[config.mk]
export PLATFORM = sky130hd
export DESIGN_NAME = fence_sequencer
export DESIGN_NICKNAME = d
export VERILOG_FILES = /design/src/rtl/fence_sequencer.sv
export SDC_FILE = /design/constraint.sdc
export NUM_CORES = 1
export LEC_CHECK = 0
export ABC_AREA = 1
export BUFFER_PORTS_ARGS = -buffer_cell sky130_fd_sc_hd__buf_2
export CAP_MARGIN = 20
export CORE_MARGIN = 3
export CORE_UTILIZATION = 43
export DETAILED_ROUTE_END_ITERATION = 7
export GPL_TIMING_DRIVEN = 0
export PLACE_DENSITY_LB_ADDON = 0.1
export SLEW_MARGIN = 10
export SYNTH_ARGS = -nofsm -noshare
export SYNTH_HDL_FRONTEND = slang
export SYNTH_SLANG_ARGS = --single-unit
[constraint.sdc]
create_clock -name clk_i -period 1.4 [get_ports clk_i]
set_input_delay 0.14 -clock clk_i [delete_from_list [all_inputs] [get_ports clk_i]]
set_output_delay 0.14 -clock clk_i [all_outputs]
set_load 0.005 [all_outputs]
[src/rtl/fence_sequencer.sv]
// fence_sequencer: sequences D$ flush (with ack handshake and timeout),
// I$ flush, TLB flush and the commit-PC redirect for FENCE, FENCE.I and
// SFENCE.VMA. Requests arriving while busy are merged into a pending set
// and serviced after the current sequence returns to IDLE.
// Build option: define FENCE_SEQ_WT_DCACHE_EN for a write-through D$ core;
// the D$ flush stage, its wait counter and timeout_o are then removed.
module fence_sequencer #(
  parameter int TimeoutCycles = 1024,
  parameter int CntWidth      = (TimeoutCycles > 0) ? $clog2(TimeoutCycles + 1) : 1
) (
  input  logic clk_i,
  input  logic rst_ni,
  input  logic fence_req_i,
  input  logic fence_i_req_i,
  input  logic sfence_vma_req_i,
  input  logic dcache_flush_ack_i,
  output logic flush_dcache_o,
  output logic flush_icache_o,
  output logic flush_tlb_o,
  output logic set_pc_commit_o,
  output logic halt_o,
  output logic busy_o,
  output logic timeout_o
);

  typedef enum logic [2:0] {
    IDLE      = 3'd0,
    FLUSH_D   = 3'd1,
    FLUSH_I   = 3'd2,
    FLUSH_TLB = 3'd3,
    DONE      = 3'd4
  } state_t;

  state_t     state, state_next;
  // Kind vectors are ordered {need_d, need_i, need_tlb}.
  logic [2:0] kind, kind_next;
  logic [2:0] pend, pend_next;
  // pend_any is needed because a write-through fence carries no stage bits
  // yet must still produce a redirect.
  logic       pend_any, pend_any_next;
  logic [2:0] req_kind;
  logic       req_any;
  logic [2:0] uni;
  logic       uni_any;
  logic       ack_hit;
  logic       timeout_hit;

  // First stage still needed by a kind vector, in order D, I, TLB.
  function automatic state_t first_stage(input logic [2:0] k);
    if (k[2])      return FLUSH_D;
    else if (k[1]) return FLUSH_I;
    else if (k[0]) return FLUSH_TLB;
    else           return DONE;
  endfunction

  assign req_any = fence_req_i | fence_i_req_i | sfence_vma_req_i;
  assign uni     = req_kind | pend;
  assign uni_any = req_any | pend_any;

`ifdef FENCE_SEQ_WT_DCACHE_EN
  // Write-through D$: nothing to write back, so need_d is never requested.
  localparam int unused_timeout_cfg = TimeoutCycles + CntWidth;
  logic unused_ack;
  assign unused_ack     = dcache_flush_ack_i;
  assign req_kind       = {1'b0, fence_i_req_i, sfence_vma_req_i};
  assign ack_hit        = 1'b0;
  assign timeout_hit    = 1'b0;
  assign flush_dcache_o = 1'b0;
  assign timeout_o      = 1'b0;
`else
  localparam logic [CntWidth-1:0] CntLast =
    CntWidth'((TimeoutCycles > 0) ? (TimeoutCycles - 1) : 0);

  logic [CntWidth-1:0] cnt;
  logic                timeout_q;

  assign req_kind       = {fence_req_i | fence_i_req_i, fence_i_req_i, sfence_vma_req_i};
  assign ack_hit        = (state == FLUSH_D) && dcache_flush_ack_i;
  // An ack on the last allowed cycle wins over the timeout.
  assign timeout_hit    = (state == FLUSH_D) && !dcache_flush_ack_i &&
                          (TimeoutCycles > 0) && (cnt == CntLast);
  assign flush_dcache_o = (state == FLUSH_D);
  assign timeout_o      = timeout_q;

  // Ack wait counter: zero on entry to FLUSH_D, counts each cycle there.
  always_ff @(posedge clk_i or negedge rst_ni) begin
    if (!rst_ni)               cnt <= '0;
    else if (state == FLUSH_D) cnt <= cnt + CntWidth'(1);
    else                       cnt <= '0;
  end

  // Timeout pulse appears the cycle after the wait expires.
  always_ff @(posedge clk_i or negedge rst_ni) begin
    if (!rst_ni) timeout_q <= 1'b0;
    else         timeout_q <= timeout_hit;
  end
`endif

  // State, latched kind and pending-request registers.
  always_ff @(posedge clk_i or negedge rst_ni) begin
    if (!rst_ni) begin
      state    <= IDLE;
      kind     <= '0;
      pend     <= '0;
      pend_any <= 1'b0;
    end else begin
      state    <= state_next;
      kind     <= kind_next;
      pend     <= pend_next;
      pend_any <= pend_any_next;
    end
  end

  // Next-state logic; requests seen outside IDLE are merged into pending.
  always_comb begin
    state_next    = state;
    kind_next     = kind;
    pend_next     = pend;
    pend_any_next = pend_any;
    case (state)
      IDLE: begin
        pend_next     = '0;
        pend_any_next = 1'b0;
        if (uni_any) begin
          kind_next  = uni;
          state_next = first_stage(uni);
        end
      end
      FLUSH_D: begin
        if (ack_hit || timeout_hit) state_next = first_stage({1'b0, kind[1:0]});
      end
      FLUSH_I:   state_next = first_stage({2'b00, kind[0]});
      FLUSH_TLB: state_next = DONE;
      DONE:      state_next = IDLE;
      default:   state_next = IDLE;
    endcase
    if (state != IDLE) begin
      pend_next     = pend | req_kind;
      pend_any_next = pend_any | req_any;
    end
  end

  assign flush_icache_o  = (state == FLUSH_I);
  assign flush_tlb_o     = (state == FLUSH_TLB);
  assign set_pc_commit_o = (state == DONE);
  assign busy_o          = (state != IDLE);
  assign halt_o          = busy_o;

endmodule

* Word-level counts from Yosys, hierarchy flattened
Cells that the tools add are included.
** Storage, ports and cells
- Register bits :: 21
- Logic and storage cells :: 41
- Output and inout bits :: 7
- Input port bits :: 6
** Cells by class
- Reduce and logical (&&, ||, !) cells :: 10
- Add/sub/neg operators :: 1
- Mux-type cells :: 13
- Equal/unequal tests :: 7
- Bitwise operators :: 4
** Operators with widths (count)
- two-way mux 3 bit :: 9
- one-hot mux 3 bit (4 select lines) :: 1
- adder 11 x 1 -> 11 bit, second input constant :: 1
- == test 11 x 10 -> 1 bit, second input constant :: 1
- two-way mux 11 bit :: 1
- == test 3 x 2 -> 1 bit, second input constant :: 2
- AND reduction 2 bit :: 2
- == test 3 x 1 -> 1 bit, second input constant :: 1
- == test 3 bit, second input constant :: 1
- logical AND 1 bit :: 3
- zero test 3 bit :: 1
- OR 1 bit :: 3
- OR 3 bit :: 1
- nonzero test 3 bit :: 1
- two-way mux 1 bit :: 2
- != test 2 x 1 -> 1 bit, second input constant :: 1
- != test 2 bit, second input constant :: 1
- nonzero test 2 bit :: 1
- zero test 1 bit :: 1
- logical OR 1 bit :: 1

* Depth between registers and ports, before layout
Gate-level depths: netlist of the first run.
- Depth after elaboration :: 7
- Depth in mapped cells :: 8
- Gate-level depth less buffers :: 8

* Least setup slack after synthesis of the first run
OpenSTA, ideal clock, no wires.
- Path type :: register to register
- Start point :: reg cnt[0]
- End point :: reg cnt[10]
- Clock period less this slack :: 1.137 ns
- Arrival :: 1.011 ns
- Data required time :: 1.274 ns
- Buffers on the path :: 0
- Path slack :: 0.263 ns
- Cell stages (with the launch flop) :: 7
- Cell sequence :: dfrtp_1 ha_1 nand2_1 nor2_4 nand2_1 o21ai_0 a21oi_1
** Between the ends
- Longest elaborated chain between the ends :: 2
** Ends and longest elaborated chain
- start: declaration :: RTL line 74 : logic [CntWidth-1:0] cnt;
- start signal: assignment :: RTL line 88 : else if (state == FLUSH_D) cnt <= cnt + CntWidth'(1);
- adder 11 x 1 -> 11 bit :: RTL line 88
- two-way mux 11 bit :: RTL line 88
No other way between the ends.
A chain may end at the register's enable or synchronous reset.

* Worst setup path after layout of the first run
- Start point :: reg state[1]
- End point :: out halt_o
** Between the ends
- Longest elaborated chain between the ends :: 1
** Ends and longest elaborated chain
- start: declaration :: RTL line 34 : state_t state, state_next;
- start signal: assignment :: RTL line 107 : state <= state_next;
- nonzero test 3 bit :: RTL line 146 : assign busy_o = (state != IDLE);
- end: declaration :: RTL line 21 : output logic halt_o,
No other way between the ends.

==> flow_metrics.tcl, run 1 <==
set metrics [dict create \
    status "finished clean" \
    cp-startpoint "state[1]" \
    path_delay_family "flip-flops" \
    holdWs_ps 149.6 \
    track_usage_pct 13.65 \
    drtAntennaViolNets 0 \
    grt_pass1_wl_mm 3.298 \
    yosys.area.top_type "dfrtp_1" \
    htree_levels 1 \
    insertion_delay_ps 300 \
    nets 162 \
    yosysUniqueCellTypes 19 \
    dpl-instance-area_um2 1140 \
    pin_count 13 \
    syn_nets 136 \
    antenna_found_initial 0 \
    avgRoutedWirePerCell_um 10.70 \
    dieHeight_um 55.29 \
    clk_pin_slew_ps 120 \
    crit_required_ps 1260 \
    grt_max_degree 22 \
    cts_tree "yes" \
    dr.max_layer_used "met4" \
    relSlewSlack_pct 68.41 \
    diodes 0 \
    place.gp.congestion 0.7419 \
    cap_violations 0 \
    via_per_inst 4.731 \
    ys_warn_count 0 \
    r2r_start "cnt[0]" \
    grt_pass1_vias 730 \
    cts_buffer_depth 2 \
    cp_num_cells 4 \
    arrival_ps 1190 \
    hold_path.class "in -> reg" \
    layout-drive-gt1-share_pct 24.68 \
    die_w_um 55.29 \
    design_area_um2 1240 \
    port_buffers 12 \
    cp_max_fo 7 \
    slowest_stage "dfrtp_1" \
    cp-start-kind "flop" \
    ys_seq_elements 21 \
    first_pass_iters 4 \
    met2_length_um 854 \
    fillers 229 \
    die_area_um2 3057 \
    design.core.area_um2 2255 \
    finalCriticalPeriod_ps 1326 \
    setup_tns_ps 0 \
    ys_seq_area_share_pct 50.30 \
    cts-buffers-inserted 3 \
    async_flop_share_pct 100.0 \
    yosys-top-cells-area "dfrtp_1, nand2_1, nor2_1, inv_1, a21oi_1" \
    reg2reg_depth 7 \
    fin_crit_sh_pct 94.70 \
    skew_ps 1.827 \
    multi_input_area_um2 447.9 \
    slew_viol_final 0 \
    power_density_nw_per_um2 1714 \
    drt-total-wl_mm 1.947 \
    fin_util_pct 54.99 \
    route.met3.wl_um 81 \
    endpoint "halt_o" \
    synth_edf_count 0 \
    dr.first_iter.drc_count 18 \
    cts_root_buffer "clkbuf_4" \
    hold_violations 0 \
    r2r_slack_ps 120 \
    syn2layout_area_growth_pct 18.68 \
    p_leak_nw 0.6200 \
    ys.flop_type "dfrtp_1" \
    worstPathCellList "inv_2, nand3_4, buf_4, buf_2" \
    regArea_um2 525.5 \
    netlist_area_um2 1045 \
    place.detailed.hpwl_mm 1.323 \
    setup_viol 0 \
    cts_sinks 21 \
    vias 861 \
    rsz0062_at_grt "no" \
    wirelength_met1_um 984 \
    synth.avg_cell_area_um2 8.099 \
    ir_drop_mv 1.038 \
    synthMostInstantiatedCell "nand2_1" \
    critPathMaxStageDelay_ps 420 \
    overflow 0 \
    rows 17 \
    path_buf_inv 3 \
    drc_errors 0 \
    initial_core_util_pct 46.34 \
    synthTopCellsByCount "nand2_1, nor2_1, dfrtp_1, inv_1, a21oi_1" \
    endpoint_kind "primary output" \
    tightest_slew_ps 473.9 \
    clock.fmax_mhz 754.3 \
    syn_inst 129 \
    synth_top_area_share_pct 50.30 \
    reg2reg_to "state[2]" \
    crit_type "reg -> out" \
]
[state kept, by name, summed over array words and instances (netlist names)]
name and count:
pend_any 1, kind 2, cnt 11, timeout_o 1, state 3, pend 3
[worst min-delay path by stage]
stage,startpoint,slack (ps),cells past startpoint,end
6_report,fence_i_req_i,150,3,pend[1]
5_1_grt,fence_i_req_i,160,3,pend[1]
4_1_cts,fence_i_req_i,140,3,pend[1]
3_5_place_dp,rst_ni,130,1,cnt[9]
3_3_place_gp,rst_ni,120,1,cnt[7]
2_1_floorplan,rst_ni,-160,0,cnt[0]
[final cells by class]
| cell class | count | area share [%] |
|---|---|---|
| clock inverters | 1 | 0.4036 |
| repair buffers | 21 | 10.70 |
| plain buffers | 1 | 0.6054 |
| clock buffers | 3 | 1.816 |
| well taps | 28 | 2.825 |
| flip-flops and latches | 21 | 42.38 |
| inverters | 17 | 5.146 |
| multi-input cells | 90 | 36.13 |
[logic make-up (layout without fill, tap and decap cells)]
family	after synthesis	after routing	share of synthesized area [%]
AO/OA/AOI/OAI	18	18	9.221
adder cells (fa/ha/maj)	1	1	1.197
AND/OR/NAND/NOR	70	70	31.62
XOR/XNOR	1	1	0.8385
flip-flops	21	21	50.30
buffers and inverters	18	43	6.827
[power by group]
group / switching [mW] / internal (mW)
logic: 0.556 / 0.430
registers: 0.0923 / 0.755
clock network: 0.185 / 0.106
[repair_timing]
action,4_1_cts,5_1_grt
setup buffers,3,4
endpoints found under the hold margin,22,0
setup endpoints to repair,2,3
pin swaps,1,1
hold buffers,2,0
gates resized for setup,0,0
[routing by layer]
layer | global-route usage, % | vias up
li1 | - | 456
met1 | 19.79 | 391
met2 | 18.92 | 12
met3 | 3.505 | 2
met4 | 6.250 | 0
met5 | 0 | -
[metrics by stage]
stage	total power [mW]	instances	setup slack, ps
after CTS	2.053	178	11.16
final	2.125	182	74.21
after floorplan	1.453	129	262.8
after global routing	2.309	182	5.045
after global placement	1.671	169	135.4
after detailed placement	1.680	169	138.2
[cell usage in the layout (no fill, tap or decap)]
| cell | Yosys | final |
|---|---|---|
| nand2_1 | 27 | 27 |
| nor2_1 | 25 | 25 |
| dfrtp_1 | 21 | 21 |
| inv_1 | 13 | 13 |
| buf_2 | 0 | 12 |
| a21oi_1 | 9 | 9 |
| buf_4 | 1 | 8 |
| o21ai_0 | 7 | 7 |
| nor3_1 | 5 | 5 |
| inv_2 | 4 | 4 |
| nand3_1 | 4 | 4 |
| nor2_4 | 3 | 3 |
| clkbuf_4 | 0 | 3 |
| nand2_2 | 2 | 2 |
| nand3_2 | 2 | 2 |
| dlygate4sd3_1 | 0 | 2 |
| nand3_4 | 1 | 1 |
| xor2_1 | 1 | 1 |
| o21a_1 | 1 | 1 |
| o21ai_2 | 1 | 1 |
| or2_2 | 1 | 1 |
| ha_1 | 1 | 1 |
| clkinv_2 | 0 | 1 |
[worst min-delay path, delay by kind of cell]
kind | cells | cell delay [ps]
AND/OR/NAND/NOR | 2 | 170
buffers and inverters | 1 | 100
Power figures use the tool's default switching activity.
==> run 2: changes to the inputs <==
==> constraint.sdc (replaced) <==
create_clock -name clk_i -period 1.4 [get_ports clk_i]
set_input_delay 0.35 -clock clk_i [delete_from_list [all_inputs] [get_ports clk_i]]
set_output_delay 0.35 -clock clk_i [all_outputs]
set_load 0.005 [all_outputs]
==> flow_metrics.tcl, run 2 (synthesis results as in run 1) <==
set metrics [dict create \
    status "finished, violations left" \
    violations "negative setup slack" \
    largest_register_ffs 11 \
    path_buf_inv 3 \
    switching_share_pct 38.85 \
    path_delay_family "flip-flops" \
    final_cell_mix "nand2_1, nor2_1, dfrtp_1, inv_1, buf_4" \
    seqPwrFrac_pct 35.9 \
    pre_cts_slack_ps 121.5 \
    worst_slack_ps -112.4 \
    crit_required_ps 1050 \
    combPwrFrac_pct 51.6 \
    cts_buffer_depth 2 \
    skew_ps 1.558 \
    slowest_stage "dfrtp_1" \
    finalCriticalPeriod_ps 1512 \
    diodes 0 \
    p_leak_nw 0.6551 \
    cts-buffers-inserted 3 \
    htree_levels 1 \
    port_buffers 12 \
    cp-start-kind "flop" \
    regMostFlops "cnt" \
    hold_path.class "in -> reg" \
    via_per_inst 4.813 \
    multi_input_area_um2 475.5 \
    clock.fmax_mhz 661.2 \
    power_frac_clock_pct 12.4 \
    power_density_nw_per_um2 1789 \
    slew_viol_final 0 \
    endpoint_kind "primary output" \
    design.core.area_um2 2255 \
    crit_type "reg -> out" \
    setup_tns_ps -433.8 \
    die_w_um 55.29 \
    grt_max_degree 22 \
    antenna_found_initial 0 \
    fillers 219 \
    pin_count 13 \
    netSwitchingPower_mw 0.9192 \
    cts_tree "yes" \
    drc_errors 0 \
    cp_max_fo 4 \
    cts_sinks 21 \
    dp.cells 169 \
    reg.largest.list "cnt: 11 flops, pend: 3 flops, state: 3 flops" \
    die_area_um2 3057 \
    nets 167 \
    worstPathCellList "inv_2, nand3_4, buf_6, buf_6" \
    clk_pin_slew_ps 120 \
    holdWs_ps 217.5 \
    cap_violations 0 \
    regArea_um2 525.5 \
    first_pass_iters 4 \
    initial_core_util_pct 46.34 \
    fin_cells 187 \
    syn2layout_area_growth_pct 26.59 \
    ir_drop_mv 1.010 \
    relSlewSlack_pct 68.82 \
    insertion_delay_ps 300 \
    rsz0062_at_grt "yes" \
    layout-drive-gt1-share_pct 31.45 \
    cp-startpoint "state[0]" \
    vias 900 \
    hold_violations 0 \
    place.gp.congestion 0.7419 \
    grt_pass1_wl_mm 3.560 \
    overflow 0 \
    tightest_slew_ps 467.7 \
    dr.first_iter.drc_count 19 \
    r2r_start "state[0]" \
    min_from "dcache_flush_ack_i" \
    p_int_mw 1.447 \
    final_common_cell "nand2_1" \
    path_common_cell "buf_6" \
    critPathMaxStageDelay_ps 440 \
    rows 17 \
    grt_pass1_vias 781 \
    arrival_ps 1160 \
    dieHeight_um 55.29 \
    drtAntennaViolNets 0 \
    track_usage_pct 14.59 \
    drt-total-wl_mm 2.071 \
    avgRoutedWirePerCell_um 11.07 \
    setup_viol 6 \
    place.detailed.hpwl_mm 1.323 \
    fin_crit_sh_pct 108.0 \
    cts_root_buffer "clkbuf_4" \
]
[run 2: cell types whose count changed in the layout (fill, tap and decap cells not counted), sizes merged]
| cell | change |
|---|---|
| buf | +6 |
| dlygate4sd3 | -1 |
[run 2: layer usage]
metal / vias up / routed length, um / global-route usage, %
met4: 0 / 38 / 6.250
met5: - / 0 / 0
met3: 4 / 88 / 3.505
met2: 16 / 941 / 20.95
met1: 411 / 1002 / 20.83
li1: 469 / - / -
[run 2: path summary, 6_finish.rpt]
path	to	slack [ps]	cells after the start
worst max-delay path	halt_o	-110	4
worst min-delay path	timeout_o	220	2
worst max register to register	kind[1]	80	8
worst min register to register	cnt[6]	500	1
max in group asynchronous	cnt[2]	570	2
min in group asynchronous	cnt[7]	520	2
[run 2: power groups by stage]
stage / Combinational [mW] / Clock (mW) / Sequential (mW)
after floorplan: 0.603 / 0 / 0.850
after global placement: 0.799 / 0 / 0.872
after detailed placement: 0.806 / 0 / 0.874
after CTS: 1.04 / 0.307 / 0.847
after global routing: 1.37 / 0.332 / 0.864
final: 1.22 / 0.294 / 0.849
[run 2: per-stage QoR]
stage               cell area (um^2)  total power [mW]  utilization (%)
finish                          1323             2.366            58.66
global route                    1323             2.566            58.66
CTS                             1252             2.197            55.55
detailed placement              1140             1.680            50.55
global placement                1140             1.671            50.55
floorplan                       1045             1.453                -
[run 2: cell type report]
type,count,area share (%)
clock buffer,3,1.703
sequential,21,39.74
clock inverter,1,0.3784
tap,28,2.649
buffer,1,0.8515
timing repair buffer,26,13.91
inverter,17,4.825
multi-input combinational,90,35.95
[run 2: timing repair]
| action | in CTS | in global routing |
|---|---|---|
| setup buffers | 7 | 6 |
| setup endpoints to repair | 6 | 7 |
| hold buffers | 1 | 0 |
| hold endpoints to repair | 21 | 0 |
| pin swaps | 3 | 1 |
| gates resized for setup | 6 | 5 |
